--- src/rtl/instruction_fetch.sv ---
// LC2K instruction fetch stage.
// Holds the program counter and fetches one instruction word at a time
// from instruction memory over a valid/ready request channel and a
// valid-only response channel. Each fetched word is held for decode
// together with its PC. The stage then waits for the PC mux to supply
// the next PC. Fetch stops for good on the halt opcode, and only reset
// leaves that condition.
module instruction_fetch #(
  parameter int unsigned           ADDR_WIDTH  = 16,
  parameter logic [ADDR_WIDTH-1:0] RESET_PC    = '0,
  parameter logic [2:0]            HALT_OPCODE = 3'b110
) (
  input  logic                  clk,
  input  logic                  reset,
  output logic                  imem_req_valid,
  input  logic                  imem_req_ready,
  output logic [ADDR_WIDTH-1:0] imem_req_addr,
  input  logic                  imem_resp_valid,
  input  logic [31:0]           imem_resp_data,
  output logic                  inst_valid,
  input  logic                  inst_ready,
  output logic [31:0]           inst_data,
  output logic [31:0]           inst_pc,
  input  logic                  next_pc_valid,
  input  logic [31:0]           next_pc,
  output logic                  halted,
  output logic [31:0]           fetch_count
);

  // One state per phase of a fetch. HALTED is terminal.
  typedef enum logic [2:0] {
    REQ       = 3'd0,
    WAIT_RESP = 3'd1,
    HOLD      = 3'd2,
    WAIT_PC   = 3'd3,
    HALTED    = 3'd4
  } state_t;

  state_t                state;
  state_t                state_next;
  logic [ADDR_WIDTH-1:0] pc;
  logic [ADDR_WIDTH-1:0] pc_next;
  logic [31:0]           inst_q;
  logic [31:0]           inst_next;
  logic [31:0]           count_q;
  logic [31:0]           count_next;
  logic                  is_halt;

  // The opcode field sits in bits 24:22 of an LC2K instruction word.
  assign is_halt = (inst_q[24:22] == HALT_OPCODE);

  // Registers all state. Reset is synchronous and overrides every handshake.
  // A handshake that arrives in the reset cycle is therefore lost.
  always_ff @(posedge clk) begin
    if (reset) begin
      state   <= REQ;
      pc      <= RESET_PC;
      inst_q  <= '0;
      count_q <= '0;
    end else begin
      state   <= state_next;
      pc      <= pc_next;
      inst_q  <= inst_next;
      count_q <= count_next;
    end
  end

  // Next-state and datapath update. Each state reacts only to its own
  // handshake, so stray responses, early next-PC strobes and inst_ready
  // outside HOLD fall through to the hold-everything defaults. A
  // next_pc_valid in the HOLD->WAIT_PC cycle is dropped on purpose: the
  // PC mux result only counts once the stage is actually in WAIT_PC.
  always_comb begin
    state_next = state;
    pc_next    = pc;
    inst_next  = inst_q;
    count_next = count_q;
    unique case (state)
      REQ: begin
        if (imem_req_ready) begin
          state_next = WAIT_RESP;
        end
      end
      WAIT_RESP: begin
        if (imem_resp_valid) begin
          inst_next  = imem_resp_data;
          state_next = HOLD;
        end
      end
      HOLD: begin
        if (inst_ready) begin
          count_next = count_q + 32'd1;
          state_next = is_halt ? HALTED : WAIT_PC;
        end
      end
      WAIT_PC: begin
        if (next_pc_valid) begin
          pc_next    = next_pc[ADDR_WIDTH-1:0];
          state_next = REQ;
        end
      end
      HALTED: begin
        state_next = HALTED;
      end
      default: begin
        state_next = REQ;
      end
    endcase
  end

  // All outputs are decoded from state or taken straight from registers,
  // so decode and memory never see a combinational input-to-output path.
  assign imem_req_valid = (state == REQ);
  assign imem_req_addr  = pc;
  assign inst_valid     = (state == HOLD);
  assign inst_data      = inst_q;
  assign inst_pc        = 32'(pc);
  assign halted         = (state == HALTED);
  assign fetch_count    = count_q;

endmodule

--- config.mk ---
export PLATFORM = sky130hd
export DESIGN_NAME = instruction_fetch
export DESIGN_NICKNAME = d
export VERILOG_FILES = /design/src/rtl/instruction_fetch.sv
export SDC_FILE = /design/constraint.sdc
export NUM_CORES = 1
export LEC_CHECK = 0
export ABC_AREA = 1
export CAP_MARGIN = 10
export CORE_ASPECT_RATIO = 1.4
export CORE_MARGIN = 4
export CORE_UTILIZATION = 42
export DETAILED_ROUTE_END_ITERATION = 7
export GPL_TIMING_DRIVEN = 0
export PLACE_DENSITY_LB_ADDON = 0.05
export RECOVER_POWER = 25
export SLEW_MARGIN = 20
export SYNTH_ARGS = -nofsm -noshare
export SYNTH_HDL_FRONTEND = slang
export SYNTH_SLANG_ARGS = --single-unit
--- constraint.sdc ---
create_clock -name clk -period 1.58 [get_ports clk]
set_input_delay 0.316 -clock clk [delete_from_list [all_inputs] [get_ports clk]]
set_output_delay 0.316 -clock clk [all_outputs]
set_load 0.05 [all_outputs]
Word-level counts from Yosys, hierarchy flattened

Cells that the tools add are included.
W data, S select, Z words.

Register bits after elaboration: 83
Input bits: 70
Output and inout port bits: 115
Logic and storage cells: 25

Add/sub/neg operators: 1
Eq/ne operators: 9
Multiplexer cells: 6
Reductions and logical operators: 5

Operators with widths:

| kind                    | count |
|---|---|
| $add A32 B1 Y32 const B | 1 |
| $mux W3                 | 5 |
| $pmux W3 S5             | 1 |
| $eq A3 B2 Y1 const B    | 2 |
| $eq A3 B3 Y1 const B    | 2 |
| $reduce_and A2 Y1       | 3 |
| $ne A2 B1 Y1 const B    | 2 |
| $ne A2 B2 Y1 const B    | 2 |
| $reduce_and A4 Y1       | 1 |
| $eq A3 B1 Y1 const B    | 1 |
| $logic_not A3 Y1        | 1 |

Depth between registers and ports, before layout

Depth after elaboration: 4
Gate-level depth with buffers: 9
Depth with buffers taken out: 9

Worst setup path before layout

OpenSTA, ideal clock, no wires.

Path kind: reg-to-reg
From: register state[0]
To: register state[2]
Data arrival time: 1.863 ns
Required time: 1.501 ns
Setup slack: -0.362 ns
Stages on the path, launching flop included: 5
Buffers on the path: 1
Cell sequence: dfxtp_1 buf_2 nor3_1 nor2_1 nor3_1

Elaborated cells on any way between the ends: 11

RTL lines:

| what                     | RTL line | source |
|---|---|---|
| start: declaration       | 39       | `state_t state;` |
| start signal: assignment | 61       | `state <= state_next;` |
| $eq A3 B3 Y1             | n/a      |  |
| net halted               | 26       | `output logic halted,` |
| $pmux W3 S5              | 78       | `unique case (state)` |

The timed path passes the listed nets, and every way through them passes these cells.
A chain may end at the register's enable or synchronous reset.

Final worst setup path

From: register count_q[1] (netlist: fetch_count[1])
To: output fetch_count[1]

RTL lines:

| what                     | RTL line | source |
|---|---|---|
| start: declaration       | 45       | `logic [31:0] count_q;` |
| start signal: assignment | 64       | `count_q <= count_next;` |
| end: declaration         | 27       | `output logic [31:0] fetch_count` |

No word-level cell between the ends.

==> out/metrics.csv <==
stage;metric;value;unit
placement;GP Congestion;0.8832;
die;starting density of the core;43.60;%
setup_path;RR Startpoint;state[0];
detailed_routing;drt total wl;11260;um
setup_path;critical-path cell list;dlygate4sd2_1;
detailed_routing;met2 WL;5988;um
detailed_routing;DR WL/cell;13.05;um
yosys;Distinct cells, synth;28;
setup_path;CP max FO;4;
detailed_routing;met1 WL;4347;um
setup_path;Crit. End Element;primary output;
min_path;Hold Startpoint;next_pc_valid;
power;Power Dens Cells;1092;nW/um2
setup_path;CP Buf/Inv Count;1;
die;core region area;9131;um2
power;leakage;0.002555;uW
clock_network;CTS HTree Levels;3;
power;Peak supply drop;930.6;uV
sta;Final Setup Violations;0;
clock_network;maximum clock insertion buffer count;2;
setup_path;worst reg2reg path depth;9;
die;Die X;90.29;um
min_path;Hold Path Depth;3;
setup_path;delay-heaviest family, CP;buffers and inverters;
power;Flop pwr share;36.0;%
global_route;GRT Overall Usage;20.39;%
sta;min Tclk post-route;1.568;ns
yosys;synth top area cells;dfxtp_1 (42%), nand2_1 (9.0%), inv_1 (7.6%), a21oi_1 (7.4%), nor2_1 (6.4%);
setup_path;Worst R2R End;fetch_count[23];
min_path;WHS Endpoint;imem_req_addr[0];
sta;Slew Limit Fails;0;
yosys;Synth warnings;0;
final_layout;Multi-input gate area;1871;um2
sta;Worst Skew;0.008688;ns
setup_path;Setup Crit Path Kind;reg2out;
detailed_routing;Top Metal Used;met4;
yosys;top cell type's share of synthesized area;41.73;%
power;Sw Pwr;2305;uW
sta;Tcrit/Tclk final;99.23;%
global_route;vias in the first global route;4014;
yosys;Post-Synthesis Cells;572;
min_path;Min-Delay Path Class;in2reg;
setup_path;critical path's largest stage delay;0.55;ns
global_route;initial antenna violation count;0;
clock_network;clock sink count;83;
final_layout;Reg area;1690;um2
die;row count;41;
sta;Slew HR;61.86;%
status;status;finished clean;
die;Ports;185;
yosys;Post-Syn Area per Cell;6.960;um2
global_route;total global routing overflow;0;
detailed_routing;Vias/cell;4.779;
yosys;sequential area share after synthesis;41.73;%
detailed_routing;DR iter-0 viols;229;
setup_path;crit path max-delay cell type;dlygate4sd2_1;
final_layout;Nets;823;
die;Die ar.;11120;um2
yosys;Cell Area, Synth;3981;um2
die;die span in y;123.2;um
clock_network;Clock Pin Slew Worst Setup and Hold Paths;0.06;ns
yosys;Synth area leader;dfxtp_1;
sta;final hold vios;0;
setup_path;CP startpoint kind;register;
detailed_routing;DR pass1 iterations;4;
setup_path;R2R Setup Slk;0.08;ns
power;total power;6719;uW
power;internal power;4415;uW
final_layout;Layout Utilization;67.39;%
sta;Peak Freq;637.8;MHz
global_route;first-pass GRT wire length;18420;um
setup_path;Worst EP required;1.26;ns
job;Max Cap Viol;0;
power;switching share of power;34.30;%
detailed_routing;post-route ant nets;0;
clock_network;TritonCTS clock tree;built;
placement;HPWL Detailed;8785;um
detailed_routing;DR WL met3;823;um
sta;RSZ-0062 raised after global routing;yes;
final_layout;filler cell count;857;
setup_path;CP arrival;1.25;ns
clock_network;Clk Latency, worst-skew pair;0.33;ns
placement;IO buf count;151;
yosys;Yosys reg bits;83;
power;Clk network pwr share;34.8;%
final_layout;share of cells above drive strength 1;19.31;%
detailed_routing;post-route DRC violation count;0;
sta;Worst Tran Pin Value;0.5720;ns
power;Comb power frac;29.2;%
final_layout;Layout area overhead;54.56;%
detailed_routing;DR vias;4124;
clock_network;CTS buffer count;9;
clock_network;Root Driver;clkbuf_16;
global_route;largest net degree at the start of global routing;14;
final_layout;Antenna diodes;0;
power by group through the flow:
stage / logic, uW / clock network [uW] / registers (uW)
floorplan: 723 / 0 / 3060
global placement: 2000 / 0 / 2440
detailed placement: 2020 / 0 / 2450
CTS: 1920 / 2390 / 2410
global route: 2100 / 2460 / 2450
finish: 1960 / 2340 / 2420
layout make-up:
class,count,share of cell area (%)
buffer,52,5.409
clock buffer,9,3.660
clock inverter,6,1.708
inverter,82,5.124
multi-input combinational,370,30.40
sequential,83,27.47
tap,107,2.176
timing repair buffer,154,24.05
through the flow:
step	cell area (um2)	std cells	hold slack, ns	setup TNS [ns]	worst slack (ns)
2_1_floorplan	4066	587	0.3870	0	0.005448
3_3_place_gp	5712	845	0.4310	-10.80	-0.3594
3_5_place_dp	5712	845	0.4380	-12.27	-0.3892
4_1_cts	6031	861	0.3933	-0.04854	-0.04332
5_1_grt	6153	863	0.4372	-0.05274	-0.01589
6_report	6153	863	0.4102	0	0.01212
registers in the layout, indices dropped and copies added (netlist names):
register,cells
imem_req_addr,16
fetch_count,32
state,3
inst_data,32
routing by layer:
metal	GRT usage, %	vias to the layer above
met3	6.026	5
met5	0	-
met2	38.48	124
li1	-	2131
met4	7.471	0
met1	21.45	1864
kinds of logic after synthesis:
logic type	count (synthesis)	share of synthesized area, %
other	1	0.09419
adders and majority gates	1	0.3142
DFF	83	41.73
buffers and inverters	134	15.93
xor gates and xnor gates	4	0.8801
AOI/OAI and AO/OA	104	13.29
and+or+nand+nor	245	27.75
placed cells by master (no fill, tap or decap), drive strengths merged:
cell           instances
clkdlybuf4s15         43
buf                   42
conb                  16
nor3                  12
o21ai                 41
clkinv                 3
clkdlybuf4s50         52
xor2                   3
nand3b                 1
o21bai                 2
nand3                 50
xnor2                  1
bufinv                 3
a31oi                  1
a21oi                 59
a211oi                 1
ha                     1
nand4                  7
nor2                  79
dfxtp                 83
dlygate4sd2           45
nand2                 95
clkbuf                33
or2                    1
inv                   82
worst max-delay path by stage:
stage | from | to | slack, ns | cells after the start
floorplan | fetch_count[22] | fetch_count[31] | 0.005 | 7
global placement | state[1] | imem_req_valid | -0.36 | 4
detailed placement | state[1] | imem_req_valid | -0.39 | 4
CTS | state[0] | fetch_count[30] | -0.04 | 8
global route | fetch_count[1] | fetch_count[1] | -0.02 | 1
finish | fetch_count[1] | fetch_count[1] | 0.01 | 1
Yosys cell counts:
cell      number
o21bai_1       2
nor2_4         5
nor3_1        11
nor3_2         1
a31oi_1        1
or2_2          1
nand4_2        1
buf_4         32
conb_1         1
inv_2          1
a211oi_1       1
buf_6          1
nor2_1        68
inv_1         81
o21ai_0       41
nand3b_1       1
ha_1           1
nand4_1        6
xor2_1         3
a21oi_1       59
buf_2          3
clkbuf_1      16
nand3_1       46
nand3_2        4
dfxtp_1       83
nor2_2         6
nand2_1       95
xnor2_1        1
timing repair:
action / CTS / global route
pin swaps: 1 / 6
endpoints found under the setup margin: 101 / 69
buffers inserted: 1 / 2
hold buffers: 0 / 0
resized for setup: 184 / 63
Power figures use the tool's default switching activity.
==> edit (same flow settings) <==
Set the parameter `ADDR_WIDTH` to 17 (it was 16).
--- a/src/rtl/instruction_fetch.sv
+++ b/src/rtl/instruction_fetch.sv
@@ -6,7 +6,7 @@
 // the next PC. Fetch stops for good on the halt opcode, and only reset
 // leaves that condition.
 module instruction_fetch #(
-  parameter int unsigned           ADDR_WIDTH  = 16,
+  parameter int unsigned           ADDR_WIDTH  = 17,
   parameter logic [ADDR_WIDTH-1:0] RESET_PC    = '0,
   parameter logic [2:0]            HALT_OPCODE = 3'b110
 ) (
Interface: changed (resized imem_req_addr); port bits go from 185 to 186. No check against the original RTL was run, so the function may have changed too.
==> edit against the unedited design <==
Critical path depth unchanged. Final area fell by 0.55%. Clock skew is 0.0025 ns lower. Register-to-register slack barely moved. Combinational power is 20% higher. Area after synthesis rose by 0.25%. Power increased by 1.9%. Cell count rose by 1.0%. Non-clock buffer count up 10. Wire length unchanged. Global-route usage down 0.93 points. Setup slack better by 0.018 ns. Sequential cell count grew 1. Critical path type unchanged. Highest routed layer unchanged.
==> edit: results (changes against the unedited design) <==
outcome:
  status: "finished clean"  # unchanged
route:
  via_per_inst: 4.80  # was 4.78
  first_pass_iters: 4  # unchanged
  wl_per_cell_um: 12.9  # was 13.0 µm
  drt_iter0_drc: 218  # was 229
synth:
  ys.flop_type: "dfxtp_1"  # unchanged
  yosys.cell_types.count: 29  # was 28
  ys_warn_count: 0  # unchanged
  netlist_top_cells_count: "nand2_1, dfxtp_1, inv_1"  # unchanged
  ys_seq_area_share_pct: 42.1  # was 41.7%
  synthTopCellsByArea: "dfxtp_1, nand2_1, a21oi_1"  # was dfxtp_1, nand2_1, inv_1
  async_reset_ff_share_pct: 0  # unchanged
final_layout:
  antenna_cells: 0  # unchanged
  final_nets: 831  # was 823
  drive_gt1_share_pct: 19.1  # was 19.3%
worst_setup_path:
  crit_slowest_cell: "dlygate4sd2_1"  # unchanged
  reg2reg_to: "fetch_count[14]"  # was fetch_count[23]
  cp.arrival_ns: 1.23  # was 1.25 ns
  critPathLaunch: "imem_req_addr[0]"  # was fetch_count[1]
  path_delay_family: "buffers and inverters"  # unchanged
  ff2ff_path_depth: 8  # was 9
  r2r-start: "state[0]"  # unchanged
  critPathMaxFanout: 3  # was 4
cts:
  root_buffer: "clkbuf_16"  # unchanged
  cts_buffer_depth: 2  # unchanged
  cts_buffers: 9  # unchanged
  cts_htree_levels: 3  # unchanged
  clock_latency_ns: 0.34
  path_clk_slew_ns: 0.06  # about the same
worst_hold_path:
  hold_path_end: "imem_req_addr[1]"  # was imem_req_addr[0]
  hold_path.class: "in -> reg"  # unchanged
  whs_path_depth: 3  # unchanged
  min_from: "next_pc_valid"  # unchanged
grt:
  grt_pass1_wl_um: 17700  # was 18400 µm
  first_global_vias: 3892  # was 4014
  track_usage_pct: 19.5  # was 20.4%
  grt_max_degree: 13  # was 14
  antenna_found_initial: 0  # unchanged
placed_design:
  post-dp-hpwl_um: 8660  # was 8780 µm
  gp_congestion: 0.909  # was 0.883
  port-buffer-count: 153  # was 151
pwr:
  p_leak_nw: 2.63  # was 2.55 nW
  irDropWorstVdd_v: 0.000763  # was 0.000931 V
timing:
  skew_ns: 0.00618  # was 0.00869 ns
  slew-limit-headroom_pct: 65.3  # was 61.9%
edit: per-stage QoR:
step / setup WS, ns / hold WS [ns] / instance area (µm²) / instances
floorplan: 0.00443 / 0.480 / 4070 / 587
CTS: -0.0505 / 0.424 / 6000 / 864
global placement: -0.373 / 0.431 / 5740 / 847
detailed placement: -0.369 / 0.436 / 5740 / 847
global route: -0.0117 / 0.459 / 6120 / 872
finish: 0.0300 / 0.428 / 6120 / 872
edit: timing repair:
action,CTS,global route
endpoints found under the setup margin,105,62
resized for setup,184,51
pin swaps,0,6
buffers inserted,1,8
edit: logic make-up (layout without fill, tap and decap cells):
logic type               after synthesis  after routing  share of synthesized area [%]
AO/OA/AOI/OAI                        105            105                           13.3
XOR/XNOR                               5              5                           1.10
adder cells (fa/ha/maj)                1              1                          0.313
buffers and inverters                138            316                           16.4
flip-flops                            84             84                           42.1
other                                  1             15                         0.0940
AND/OR/NAND/NOR                      239            239                           26.7
edit: worst max-delay path by stage:
stage / depth (start not counted) / slack (ns) / to
2_1_floorplan: 7 / 0.004 / fetch_count[30]
3_3_place_gp: 4 / -0.37 / imem_req_valid
3_5_place_dp: 4 / -0.37 / imem_req_valid
4_1_cts: 4 / -0.05 / imem_req_valid
5_1_grt: 9 / -0.01 / fetch_count[22]
6_report: 1 / 0.03 / imem_req_addr[0]
edit: area by class of cell:
type / count / area, µm²
clock inverter: 1 / 5.00
fill: 851 / 3010
multi-input combinational: 365 / 1790
tap: 107 / 134
sequential: 84 / 1710
timing repair buffer: 162 / 1540
clock buffer: 15 / 278
buffer: 54 / 342
inverter: 84 / 315
edit: routing by layer:
metal	global-route usage, %	vias up	share of wire, %
met5	0	-	0
met4	6.61	0	1.5
met3	7.24	11	8.7
met2	35.6	144	52
met1	20.6	1888	38
li1	-	2145	-
edit: where the power goes:
part / internal (mW) / total, mW / switching [mW]
clock network: 1.19 / 1.99 / 0.796
logic: 0.717 / 2.35 / 1.63
registers: 2.36 / 2.51 / 0.147
